## src/rtl/uart_pkg.sv

```systemverilog
// Shared UART definitions: receiver FSM states and the default bit period.
package uart_pkg;

  typedef enum logic [2:0] {IDLE, START, DATA, STOP, BREAK} rx_state_t;

  localparam int BAUD_DIV_DEF = 2604;
  localparam int BAUD_CNT_W   = 12;

endpackage

```

## src/rtl/uart_rx_if.sv

```systemverilog
// Byte-side and serial-side signals of the UART receiver.
interface uart_rx_if;

  logic       RX;
  logic       clr_rdy;
  logic       rdy;
  logic [7:0] rx_data;
  logic       frm_err;
  logic       ovr;

  modport master (output RX, clr_rdy, input rdy, rx_data, frm_err, ovr);
  modport slave  (input RX, clr_rdy, output rdy, rx_data, frm_err, ovr);

endinterface

```

## src/rtl/uart_rx.sv

```systemverilog
// 8N1 UART receiver: 2-flop RX synchronizer, mid-bit sampling FSM and a
// rdy/clr_rdy byte handshake with sticky framing-error and overrun flags.
module uart_rx
  import uart_pkg::*;
#(
  parameter int BAUD_DIV = BAUD_DIV_DEF
) (
  input  logic      clk,
  input  logic      rst_n,
  uart_rx_if.slave  bus
);

  // Reload values are one less than the wanted interval because the sample
  // happens in the cycle the counter sits at zero.
  localparam logic [BAUD_CNT_W-1:0] HALF_LD = BAUD_CNT_W'(BAUD_DIV / 2 - 1);
  localparam logic [BAUD_CNT_W-1:0] FULL_LD = BAUD_CNT_W'(BAUD_DIV - 1);

  rx_state_t               state_q;
  logic                    rx_s1_q;
  logic                    rx_s2_q;
  logic                    rx_prev_q;
  logic [BAUD_CNT_W-1:0]   baud_cnt_q;
  logic [2:0]              bit_cnt_q;
  logic [7:0]              shift_q;
  logic                    rdy_q;
  logic [7:0]              data_q;
  logic                    frm_q;
  logic                    ovr_q;

  logic baud_zero;
  logic rx_fall;

  assign baud_zero = (baud_cnt_q == '0);
  assign rx_fall   = rx_prev_q & ~rx_s2_q;

  always_ff @(posedge clk or negedge rst_n) begin
    if (!rst_n) begin
      state_q    <= IDLE;
      rx_s1_q    <= 1'b1;
      rx_s2_q    <= 1'b1;
      rx_prev_q  <= 1'b1;
      baud_cnt_q <= '0;
      bit_cnt_q  <= '0;
      shift_q    <= '0;
      rdy_q      <= 1'b0;
      data_q     <= '0;
      frm_q      <= 1'b0;
      ovr_q      <= 1'b0;
    end else begin
      rx_s1_q   <= bus.RX;
      rx_s2_q   <= rx_s1_q;
      rx_prev_q <= rx_s2_q;

      if (!baud_zero) baud_cnt_q <= baud_cnt_q - 1'b1;

      // Later assignments below take priority, so a good stop bit beats clr_rdy.
      if (bus.clr_rdy) begin
        rdy_q <= 1'b0;
        frm_q <= 1'b0;
        ovr_q <= 1'b0;
      end

      case (state_q)
        IDLE: begin
          if (rx_fall) begin
            baud_cnt_q <= HALF_LD;
            state_q    <= START;
          end
        end
        START: begin
          if (baud_zero) begin
            if (rx_s2_q) begin
              state_q <= IDLE;
            end else begin
              baud_cnt_q <= FULL_LD;
              bit_cnt_q  <= '0;
              state_q    <= DATA;
            end
          end
        end
        DATA: begin
          if (baud_zero) begin
            shift_q    <= {rx_s2_q, shift_q[7:1]};
            baud_cnt_q <= FULL_LD;
            bit_cnt_q  <= bit_cnt_q + 1'b1;
            if (bit_cnt_q == 3'd7) state_q <= STOP;
          end
        end
        STOP: begin
          if (baud_zero) begin
            if (rx_s2_q) begin
              data_q  <= shift_q;
              rdy_q   <= 1'b1;
              frm_q   <= 1'b0;
              if (rdy_q && !bus.clr_rdy) ovr_q <= 1'b1;
              state_q <= IDLE;
            end else begin
              frm_q   <= 1'b1;
              state_q <= BREAK;
            end
          end
        end
        BREAK: begin
          if (rx_s2_q) state_q <= IDLE;
        end
        default: state_q <= IDLE;
      endcase
    end
  end

  assign bus.rdy     = rdy_q;
  assign bus.rx_data = data_q;
  assign bus.frm_err = frm_q;
  assign bus.ovr     = ovr_q;

endmodule

```

## src/flat_wrapper.sv

```systemverilog
// flat-port wrapper written by rule: the top's interface ports become plain ports
module uart_rx_flat import uart_pkg::*;
#(
  parameter int BAUD_DIV = BAUD_DIV_DEF
)
  (clk, rst_n, bus_RX, bus_clr_rdy, bus_rdy, bus_rx_data, bus_frm_err, bus_ovr);
  uart_rx_if bus_i ();
  input  logic clk;
  input  logic rst_n;
  input wire logic [$bits(bus_i.RX)-1:0] bus_RX;
  input wire logic [$bits(bus_i.clr_rdy)-1:0] bus_clr_rdy;
  output wire logic [$bits(bus_i.rdy)-1:0] bus_rdy;
  output wire logic [$bits(bus_i.rx_data)-1:0] bus_rx_data;
  output wire logic [$bits(bus_i.frm_err)-1:0] bus_frm_err;
  output wire logic [$bits(bus_i.ovr)-1:0] bus_ovr;
  assign bus_i.RX = bus_RX;
  assign bus_i.clr_rdy = bus_clr_rdy;
  assign bus_rdy = bus_i.rdy;
  assign bus_rx_data = bus_i.rx_data;
  assign bus_frm_err = bus_i.frm_err;
  assign bus_ovr = bus_i.ovr;
  uart_rx #(.BAUD_DIV(BAUD_DIV)) u_core (.clk(clk), .rst_n(rst_n), .bus(bus_i));
endmodule
```

## config.mk

```make
export PLATFORM = sky130hd
export DESIGN_NAME = uart_rx_flat
export DESIGN_NICKNAME = d
export VERILOG_FILES = /design/src/rtl/uart_pkg.sv /design/src/rtl/uart_rx_if.sv /design/src/rtl/uart_rx.sv /design/src/flat_wrapper.sv
export SDC_FILE = /design/constraint.sdc
export NUM_CORES = 1
export LEC_CHECK = 0
export CORE_UTILIZATION = 64
export CTS_BUF_LIST = sky130_fd_sc_hd__clkbuf_8
export DETAILED_ROUTE_END_ITERATION = 6
export GPL_TIMING_DRIVEN = 0
export PLACE_DENSITY_LB_ADDON = 0.05
export SYNTH_ARGS = -nofsm -noshare
export SYNTH_HDL_FRONTEND = slang
export SYNTH_SLANG_ARGS = --single-unit
```

## constraint.sdc

```tcl
create_clock -name clk -period 5 [get_ports clk]
set_input_delay 1.25 -clock clk [delete_from_list [all_inputs] [get_ports clk]]
set_output_delay 1.25 -clock clk [all_outputs]
set_load 0.01 [all_outputs]
```

# [Yosys cells after proc, flatten, opt, wreduce, memory -nomap -nowiden]
# Cells that the tools add are included.
[totals] register_bits=40 in_bits=4 output_inout_bits=11 word_cells=68
[classes] n_addsub=2 n_eq_ne=12 muxes=32 bitwise=2 reduce_logical=9
[op_table] operator="$mux W12" n=5
[op_table] operator="$pmux W12 S3" n=1
[op_table] operator="$mux W3" n=10
[op_table] operator="$pmux W3 S5" n=1
[op_table] operator="$mux W1" n=13
[op_table] operator="$logic_not A12 Y1" n=1
[op_table] operator="$ne A2 B1 Y1 const B" n=6
[op_table] operator="$sub A12 B1 Y12 const B" n=1
[op_table] operator="$eq A3 B2 Y1 const B" n=2
[op_table] operator="$eq A3 B3 Y1 const B" n=2
[op_table] operator="$pmux W3 S2" n=1
[op_table] operator="$reduce_and A6 Y1" n=1
[op_table] operator="$reduce_and A4 Y1" n=1
[op_table] operator="$add A3 B1 Y3 const B" n=1
[op_table] operator="$eq A3 B1 Y1 const B" n=1
[op_table] operator="$logic_not A3 Y1" n=1
[op_table] operator="$reduce_and A3 Y1" n=1
[op_table] operator="$mux W2" n=1
[op_table] operator="$ne A2 B2 Y1 const B" n=1
[op_table] operator="$reduce_and A2 Y1" n=1
[op_table] operator="$reduce_bool A2 Y1" n=1
[op_table] operator="$and A1 B1 Y1" n=1
[op_table] operator="$logic_and A1 B1 Y1" n=1
[op_table] operator="$logic_not A1 Y1" n=1
[op_table] operator="$not A1 Y1" n=1

# [Logic depth before layout (Yosys ltp)]
[depth] word_depth=6 depth_mapped=10 depth_no_buf=9

# [Worst setup path before layout]
# No wires, ideal clock.
[synth_timing] path_type="flip-flop to flip-flop" start="register u_core.baud_cnt_q[5]" end="register u_core.baud_cnt_q[0]" setup_ns=0.120 arrival_ns=2.345 t_required_ns=4.880 setup_slack_ns=2.534 stages_incl_launch_ff=9 n_path_buf=2 synth_period_minus_slack_ns=2.466 cell_sequence="dfrtp_1 > or4_1 > buf_2 > nor4_4 > inv_2 > buf_2 > ha_1 > o22a_1 > a41o_1"
[synth_via] elab_chain_len=5 elab_cells_between_ends=7 cone_classes="mux (6); reduce/logical (1)"
[synth_rtl] item="start, declared" line="uart_rx.sv:22" text="logic [BAUD_CNT_W-1:0] baud_cnt_q;"
[synth_rtl] item="start signal, assigned" line="uart_rx.sv:54" text="if (!baud_zero) baud_cnt_q <= baud_cnt_q - 1'b1;"
[synth_rtl] item="$logic_not A12 Y1 *" line="uart_rx.sv:33" text="assign baud_zero = (baud_cnt_q == '0);"
[synth_rtl] item="$mux W12" line="uart_rx.sv:54"
[synth_rtl] item="$mux W12" line="uart_rx.sv:72" text="if (rx_s2_q) begin"
[synth_rtl] item="$mux W12" line="uart_rx.sv:71" text="if (baud_zero) begin"
[synth_rtl] item="$pmux W12 S3 *" line="uart_rx.sv:63" text="case (state_q)"
# Every way passes the cells marked *; elsewhere a longest branch is shown, timed or not.
# A chain may end at the register's enable or synchronous reset.

# [Worst setup path after layout]
# Ends and elaborated chain as after synthesis.

==> impl_metrics.toml <==
[floorplanning]
die_height_microns = 57.2
dieArea_sq_mm = 0.00327
start_util_pct = 68.8
fp-row-count = 19
core_area_sq_mm = 0.00283
die_w_microns = 57.2
io_pins = 15

[drt]
route.met3.wl_microns = 239
viasPerCell = 6.54
first_pass_iters = 6
dr_wl_met2_microns = 2000
drtIter0Drc = 132
wl_met1_microns = 1720
drc = 4
topRoutingLayerUsed = "met4"
final_antenna_net_count = 0
wl_per_cell_microns = 18.2
wl_microns = 4030
vias = 1451

[global_route]
overflow = 0
grt_antenna_before_repair = 0
grt_max_degree = 41
grtUsageTotal_pct = 28.2
grt_pass1_vias = 1469
grt_pass1_wl_microns = 6800

[hold_path]
hold_class = "reg2reg"

[synthesis]
yosysWarnings = 0
synthTopCellsByArea = "dfrtp_1 48%, mux2_2 5.8%, mux2_4 4.6%, dfstp_2 4.0%, ha_1 3.2%"
yosysTopAreaCell = "dfrtp_1"
syn-instance-count = 169
synth.distinct_cells = 49
synth_edf_count = 0
synth_area_sq_mm = 0.00195
synth.top_cell.area_share_pct = 47.6
syn_avg_cell_area_sq_um = 11.5
ys_seq_area_share_pct = 51.6
ys_seq_elements = 40
synth_nets = 178
async_flop_share_pct = 100
synth_ff_type = "dfrtp_1"

[placed_design]
io_buffers = 14
hpwl_microns = 2800
place.gp.congestion = 0.883

[clocking]
cts_setup_buffers = 0
cts.path.max_buffers = 2
cts_tree = "done"
clock-root-buffer = "clkbuf_8"
path_clk_slew_ps = 80
cts_resized = 0
cts_buffers = 5
cts_hold_buf = 0
htreeDepth = 2
clkLatencyLatePin_ps = 300
cts_sinks = 40

[flow_run]
maxCapViolations = 0

[timing]
relSlewSlack_pct = 42.7
slew_viol_final = 0
skew_ps = 8.76
worst_pin_slew_ps = 860
setup_tns_ps = 0
rsz0062_at_grt = "false"
worst_hold_slack_ps = 361
fmax_ghz = 0.352
setup-violations-final = 0
fin_crit_ps = 2840
hold_viol = 0
finalCritPeriodShare_pct = 56.9

[status]
status = "complete, but fails checks"
failed_checks = "DRC"

[worst_setup_path]
worstPathMaxFanout = 10
start_kind = "register"
worstSetupEndpointType = "register"
critical_path_class = "reg2reg"
critical_path_arrival_ps = 3030
required_ps = 5190

[layout]
ff_latch_area_sq_mm = 0.00100
area_growth_pct = 14.9
nets = 199
drive_above_1_share_pct = 19.4
multi_input_area_sq_um = 876
diodes = 0
fillCellCount = 190

[power]
static-leakage-power_nw = 1.02
max-vdd-ir-drop_uv = 291
power_mw = 0.933
p_per_area_mw_per_mm2 = 417
## cell type report
| type | instances | share of cell area (%) |
|---|---|---|
| buffer | 9 | 1.96 |
| clock buffer | 5 | 3.08 |
| clock inverter | 3 | 2.13 |
| inverter | 6 | 1.01 |
| multi-input combinational | 114 | 39.1 |
| sequential | 40 | 44.9 |
| tap | 31 | 1.73 |
| timing repair buffer | 14 | 6.04 |
## cells in the final DEF, fill, tap and decap left out, types with 2 or more instances in the layout
master,netlist,routed
mux2_4,6,6
mux2_2,10,10
clkdlybuf4s50_1,0,13
o22ai_1,2,2
inv_1,5,5
or4_1,2,2
mux2i_1,2,2
clkbuf_8,0,5
nand2b_1,6,6
a21oi_1,6,6
and3_1,2,2
clkinv_4,0,2
ha_1,5,5
a22o_1,2,2
o41ai_1,2,2
o31ai_1,3,3
nor2_1,10,10
nor2b_1,3,3
or3_1,3,3
nand3_1,5,5
nor3_1,2,2
o21ai_0,5,5
buf_2,2,3
a311oi_1,2,2
dfrtp_1,37,37
nand3b_1,2,2
clkbuf_1,6,6
nand2_1,8,8
dfstp_2,3,3
a211oi_1,3,3
a31oi_1,4,4
## state kept, by name, indices dropped and copies added (netlist names)
register and cells:
u_core.bit_cnt_q 3, u_core.baud_cnt_q 12, u_core.state_q 3, u_core.rx_s1_q 1, u_core.bus.rdy 1, u_core.bus.rx_data 8, u_core.bus.ovr 1, u_core.bus.frm_err 1
u_core.rx_s2_q 1, u_core.shift_q 8, u_core.rx_prev_q 1
## worst max-delay path, stage by stage (launching register included)
cell,delay (ps)
dfrtp_1,410
or4_1,520
buf_2,180
nor4_4,620
inv_2,50
buf_2,210
ha_1,310
nand3b_1,160
a41o_1,260
## cells in the mapped netlist, types with 4 or more instances
cell type  count
nand2b_1       6
nand2_1        8
mux2_4         6
mux2_2        10
a31oi_1        4
o21ai_0        5
ha_1           5
inv_1          5
dfrtp_1       37
a21oi_1        6
clkbuf_1       6
nand3_1        5
nor2_1        10
## cells by family (layout without fill, tap and decap cells)
family | count (synthesis) | after routing | synth area share, %
AND/OR/NAND/NOR | 52 | 52 | 16.1
flip-flops | 40 | 40 | 51.6
AO/OA/AOI/OAI | 39 | 39 | 14.3
multiplexers | 18 | 18 | 11.4
buffers and inverters | 15 | 37 | 3.41
adder cells (fa/ha/maj) | 5 | 5 | 3.21
## stage by stage
step                cell area (sq um)  setup WS, ps  util (%)  std cells
floorplan                        1950          2530         -        169
CTS                              2240          2180      79.1        222
finish                           2240          2160      79.1        222
global route                     2240          2050      79.1        222
detailed placement               2120          2210      75.0        214
global placement                 2130          1800      75.1        214
## power by group
part           switching (mW)  internal, mW  leakage [nW]
combinational           0.132         0.102         0.440
sequential             0.0587         0.374         0.520
clock                   0.116         0.150        0.0583
total                   0.307         0.626          1.02
## worst paths after layout
check	startpoint	endpoint	slack (ps)	cells past startpoint
setup / recovery	u_core.baud_cnt_q[5]	u_core.baud_cnt_q[0]	2160	8
hold / removal	u_core.rx_s2_q	u_core.rx_prev_q	360	0
setup reg to reg	u_core.baud_cnt_q[5]	u_core.baud_cnt_q[0]	2160	8
hold reg to reg	u_core.rx_s2_q	u_core.rx_prev_q	360	0
max in group asynchronous	rst_n	u_core.baud_cnt_q[4]	3400	1
min in group asynchronous	rst_n	u_core.shift_q[4]	1060	1
## metal layers
layer  vias up  track usage (%)
met5         -                0
met4         0             11.8
met3         8             7.94
met2        51             46.2
met1       717             35.3
li1        675                -
(Power assumes the default switching activity.)
